===== config.mk =====
export PLATFORM = sky130hd
export DESIGN_NAME = mont_exp_ctrl
export DESIGN_NICKNAME = d
export VERILOG_FILES = /design/src/rtl/mont_pkg.sv /design/src/rtl/mont_cond_sub.sv /design/src/rtl/mont_exp_ctrl.sv
export SDC_FILE = /design/constraint.sdc
export NUM_CORES = 1
export LEC_CHECK = 0
export CORE_AREA = 2 2 228 230
export DETAILED_ROUTE_END_ITERATION = 12
export DIE_AREA = 0 0 230 232
export GPL_TIMING_DRIVEN = 0
export PLACE_DENSITY_LB_ADDON = 0.3
export SYNTH_ARGS = -nofsm -noshare
export SYNTH_HDL_FRONTEND = slang
export SYNTH_SLANG_ARGS = --single-unit

===== constraint.sdc =====
create_clock -name pclk -period 9.4 [get_ports pclk]
set_input_delay 1.88 -clock pclk [delete_from_list [all_inputs] [get_ports pclk]]
set_output_delay 1.88 -clock pclk [all_outputs]
set_load 0.03 [all_outputs]

===== src/rtl/mont_pkg.sv =====
// mont_pkg: default widths, FSM states and operation codes shared by the Montgomery exponentiation controller
package mont_pkg;
    localparam int KW_DEF = 64;
    localparam int EW_DEF = 64;
    localparam int TO_CYC_DEF = 1023;
    localparam logic [KW_DEF-1:0] ONE_KW = KW_DEF'(1);
    typedef enum logic [1:0] {IDLE, RUN, GAP, DONE} state_t;
    typedef enum logic [1:0] {SQR, MUL, CONV} op_t;
endpackage


===== src/rtl/mont_cond_sub.sv =====
// mont_cond_sub: final conditional subtract of an unreduced product p < 2M, flagging results still >= M
module mont_cond_sub
    import mont_pkg::*;
#(
    parameter int KW = KW_DEF
) (
    input  logic [KW+1:0] p,
    input  logic [KW-1:0] m,
    output logic [KW-1:0] r,
    output logic          fault
);
    logic [KW+1:0] m_x;
    logic [KW+1:0] d;
    always_comb begin
        m_x = {2'b00, m};
        d = p >= m_x ? p - m_x : p;
        r = d[KW-1:0];
        fault = d >= m_x;
    end
endmodule


===== src/rtl/mont_exp_ctrl.sv =====
// mont_exp_ctrl: left-to-right square-and-multiply sequencer for a Montgomery multiplier; MONT_EXP_SKIP_LZ_EN skips leading-zero squarings (not constant time)
module mont_exp_ctrl
    import mont_pkg::*;
#(
    parameter int KW = KW_DEF,
    parameter int EW = EW_DEF,
    parameter int TO_CYC = TO_CYC_DEF
) (
    input  logic          pclk,
    input  logic          nreset,
    input  logic          start,
    input  logic [EW-1:0] exp_in,
    input  logic [KW-1:0] base_m,
    input  logic [KW-1:0] one_m,
    input  logic [KW-1:0] mod_in,
    output logic          busy,
    output logic          done,
    output logic [KW-1:0] result,
    output logic          err,
    output logic          mm_go,
    output logic [KW-1:0] mm_a,
    output logic [KW-1:0] mm_b,
    output logic [KW-1:0] mm_m,
    input  logic [KW+1:0] mm_p,
    input  logic          mm_ready
);
    localparam int IW = $clog2(EW);
    localparam int TW = $clog2(TO_CYC + 1);
`ifdef MONT_EXP_SKIP_LZ_EN
    localparam state_t ENTRY = GAP;
`else
    localparam state_t ENTRY = RUN;
`endif

    state_t        state, state_nx;
    op_t           op, op_nx;
    logic [KW-1:0] acc, acc_nx, base_r, b_nx, red_p;
    logic [EW-1:0] exp_r;
    logic [IW-1:0] idx, idx_nx;
    logic [TW-1:0] timer;
    logic          load, err_set, red_fault, skip;

    mont_cond_sub #(.KW(KW)) u_sub (
        .p     (mm_p),
        .m     (mm_m),
        .r     (red_p),
        .fault (red_fault)
    );

`ifdef MONT_EXP_SKIP_LZ_EN
    // lead: no exponent 1-bit consumed yet, so acc still holds one_m
    logic lead;
    always_ff @(posedge pclk or negedge nreset) begin
        if (!nreset) lead <= 1'b0;
        else lead <= load ? 1'b1 : (state == GAP && op_nx == MUL) ? 1'b0 : lead;
    end
    assign skip = lead;
`else
    assign skip = 1'b0;
`endif

    always_comb begin
        load = state == IDLE && start;
        state_nx = state;
        op_nx = op;
        idx_nx = idx;
        acc_nx = acc;
        err_set = 1'b0;
        case (state)
            IDLE: if (start) begin
                state_nx = ENTRY;
                op_nx = SQR;
                idx_nx = IW'(EW - 1);
                acc_nx = one_m;
            end
            RUN: if (mm_ready) begin
                state_nx = GAP;
                acc_nx = red_p;
                err_set = red_fault;
            end else if (timer == TW'(TO_CYC)) begin
                state_nx = DONE;
                err_set = 1'b1;
            end
            GAP: if (op == CONV) begin
                state_nx = DONE;
            end else if (op == SQR && exp_r[idx]) begin
                state_nx = RUN;
                op_nx = MUL;
            end else begin
                state_nx = skip && idx != '0 ? GAP : RUN;
                op_nx = idx != '0 ? SQR : CONV;
                idx_nx = idx != '0 ? idx - IW'(1) : idx;
            end
            DONE: state_nx = IDLE;
            default: state_nx = IDLE;
        endcase
        b_nx = op_nx == SQR ? acc_nx : op_nx == MUL ? base_r : KW'(ONE_KW);
    end

    always_ff @(posedge pclk or negedge nreset) begin
        if (!nreset) begin
            state <= IDLE;
            op <= SQR;
            acc <= '0;
            idx <= '0;
            timer <= '0;
            exp_r <= '0;
            base_r <= '0;
            busy <= 1'b0;
            done <= 1'b0;
            result <= '0;
            err <= 1'b0;
            mm_go <= 1'b0;
            mm_a <= '0;
            mm_b <= '0;
            mm_m <= '0;
        end else begin
            state <= state_nx;
            op <= op_nx;
            acc <= acc_nx;
            idx <= idx_nx;
            timer <= state == RUN ? timer + TW'(1) : '0;
            busy <= state_nx != IDLE;
            done <= state == DONE;
            mm_go <= state_nx == RUN;
            err <= load ? 1'b0 : err | err_set;
            if (load) begin
                exp_r <= exp_in;
                base_r <= base_m;
                mm_m <= mod_in;
            end
            if (state == DONE) result <= acc;
            // operands are captured once on RUN entry and held for the whole multiply
            if (state_nx == RUN && state != RUN) begin
                mm_a <= acc_nx;
                mm_b <= b_nx;
            end
        end
    end
endmodule


==> results.toml <==
[synthesis]
async_reset_ff_frac = 1.00
synth_most_common_cell = "nand2_1"
synth.avg_cell_area_um2 = 8.82
synth_edf_count = 0
synth.lib_cells_used.distinct = 68
synth_top_area_cell = "dfrtp_1"
syn_area_um2 = 26200
netlist_top_cells_area = "dfrtp_1 (45%), nand2_1 (10%), ha_1 (6.2%)"
yosys_most_used_dff = "dfrtp_1"
ys_warn_count = 0
synth_top_cell_area_share = 0.450
netlist_top_cells_count = "nand2_1 (698), dfrtp_1 (472), o21ai_0 (301), a21oi_1 (225), nor2_1 (173)"
synth_seq_area_share = 0.450
ys_ff_latch = 472
synth_cells = 2973
synth_nets = 3430

[place]
hpwl_um = 87500
routabilityCongestion = 1.03
pre_cts_ws_ps = -689
port_buffers = 585

[clocking]
cts_max_path_buffers = 3
clkLatencyLatePin_ps = 630
ctsHoldBuffers = 0
clock-root-buffer = "clkbuf_16"
clk_pin_slew_ps = 60
cts-htree-levels = 2
tritoncts = "done"
cts_sinks = 472
numCtsBuffers = 50
postCtsSetupRepairBufs = 0

[timing]
setup_ws_ps = 249
setup_tns_ps = 0
worst_pin_slew_ps = 1450
finClkSkew_ps = 22.2
drv_slew = 0
period_share = 0.974
period_needed_ps = 9150
hold_slack_ps = 475
finalSetupViolations = 0
maxSlewHeadroom = 0.0364
rsz0062_at_grt = "false"
fmax_mhz = 109
hold_violations = 0

[setup_path]
cp.required_ps = 9870
critPathTopFamily = "compound AO/OA/AOI/OAI gates"
path_max_fanout = 10
crit_buf_inv = 5
timing.critical_path.mode_cell = "a21oi_1"
path_cells = "clkdlybuf4s50_1 > ha_1 > clkbuf_1 > a21oi_1 > o21ai_0 > a21oi_1 > a21boi_0 > o31ai_2 > o31ai_4 > buf_2 > buf_2 > buf_2 > a21oi_1 > ha_1 > a21o_1 > a21oi_1 > nor2_1 > a211oi_1 > o31ai_1 > o21ai_0 > a21boi_0 > o31a_1 > o31ai_1 > a41oi_1"
slowest_delay_ps = 650
r2r-start = "mm_m[17]"
critical_path_class = "input port to register"
crit_arrival_ps = 9620
critPathCaptureType = "register"
crit_start = "mm_p[15]"
cpMaxStageDelayCell = "o31ai_4"
worstSetupStartpointType = "input port"

[power_and_ir_drop]
irDropWorstVdd_mv = 0.220
p_per_area_nw_per_um2 = 407
p_leak_nw = 15.7

[min_path]
hold_class = "register to register"
hold_start = "timer[0]"

[grt]
grt_pass1_wl_um = 162000
antenna_found_initial = 8
track_usage = 0.408
grt_pass1_vias = 25500
grt_max_degree = 124
grt_overflow_total = 0

[finish]
drive_above_1_share = 0.0673
num-fill-cells = 4157
layout.nets = 4071
syn_to_final_growth_pct = 32.8

[die]
die_x_um = 230
initial_core_util = 0.515
io_pins = 586
die_h_um = 232
core_area_um2 = 50900
fp.dieArea_um2 = 53400
fp-row-count = 83

[flow_run]
max_cap_viol_count = 0

[routing]
antenna_left = 0
viasPerCell = 6.01
avgRoutedWirePerCell_um = 25.4
vias = 26100
drt_iter0_markers = 2590
routed_wl_um = 110000
drc = 0
drt_pass1_iterations = 7

[status]
status = "completed"
==> layout make-up <==
cell class / count / area [µm²] / area share
diodes: 8 / 20.0 / 0.000575
plain buffers: 179 / 719 / 0.0207
clock buffers: 72 / 1460 / 0.0418
clock inverters: 20 / 279 / 0.00801
inverters: 122 / 458 / 0.0131
multi-input cells: 2200 / 13300 / 0.381
flip-flops and latches: 472 / 11800 / 0.339
well taps: 680 / 851 / 0.0244
repair buffers: 589 / 5970 / 0.171
==> cells in the final DEF (no fill, tap or decap), drive strengths merged, types with 15 or more instances in the layout <==
master	instances
nand2	698
clkdlybuf4s50	584
dfrtp	472
o21ai	308
a21oi	226
clkbuf	211
nor2	173
ha	130
inv	122
mux2	86
nand4	58
a21o	55
mux2i	46
buf	45
xnor2	40
a22oi	36
nor2b	34
xor2	28
nor3	22
mux4	19
a31oi	17
o21bai	16
clkinv	15
==> logic make-up after synthesis <==
logic type | after synthesis | share of synthesized area
AO/OA/AOI/OAI | 802 | 0.183
XOR/XNOR | 68 | 0.0227
adder cells (fa/ha/maj) | 131 | 0.0628
buffers and inverters | 301 | 0.0449
flip-flops | 472 | 0.450
multiplexers | 151 | 0.0708
AND/OR/NAND/NOR | 1048 | 0.166
==> final timing paths <==
check	slack, ps	cells past startpoint	to
setup / recovery	250	24	err
hold / removal	470	1	timer[0]
setup reg to reg	1530	24	err
hold reg to reg	470	1	timer[0]
max in group asynchronous	6290	4	mm_b[7]
min in group asynchronous	1230	1	mm_m[56]
==> power breakdown <==
part           leakage [nW]  switching, mW  total (mW)  internal, mW
combinational          8.97           5.35        8.46          3.11
clock                 0.858          0.880        2.10          1.22
sequential             5.84          0.655        3.62          2.96
total                  15.7           6.88        14.2          7.29
==> through the flow <==
step	util	cells	total power, mW	area, µm²
5_1_grt	0.684	4338	14.9	34800
3_3_place_gp	0.647	4238	11.7	32900
4_1_cts	0.684	4334	14.0	34800
6_report	0.685	4342	14.2	34800
3_5_place_dp	0.650	4242	11.9	33100
2_1_floorplan	-	2973	8.53	26200
==> per-layer routing <==
layer / wire length [µm] / up-vias / global-route usage
li1: - / 11600 / -
met1: 41900 / 12800 / 0.512
met2: 49700 / 1413 / 0.638
met3: 11300 / 317 / 0.104
met4: 7520 / 6 / 0.244
met5: 38 / - / 0
==> repair_timing <==
item	CTS	global route
gates resized for setup	1	4
gates cloned	0	0
setup endpoints to repair	1	1
endpoints found under the hold margin	0	0
pin swaps	0	0
==> state kept, by name, indices dropped and copies added (netlist names), 2 cells and up <==
signal  cells
acc        64
base_r     64
exp_r      64
idx         6
mm_a       64
mm_b       64
mm_m       64
op          2
result     64
state       2
timer      10
No activity file was read; power rests on OpenSTA's default activity.
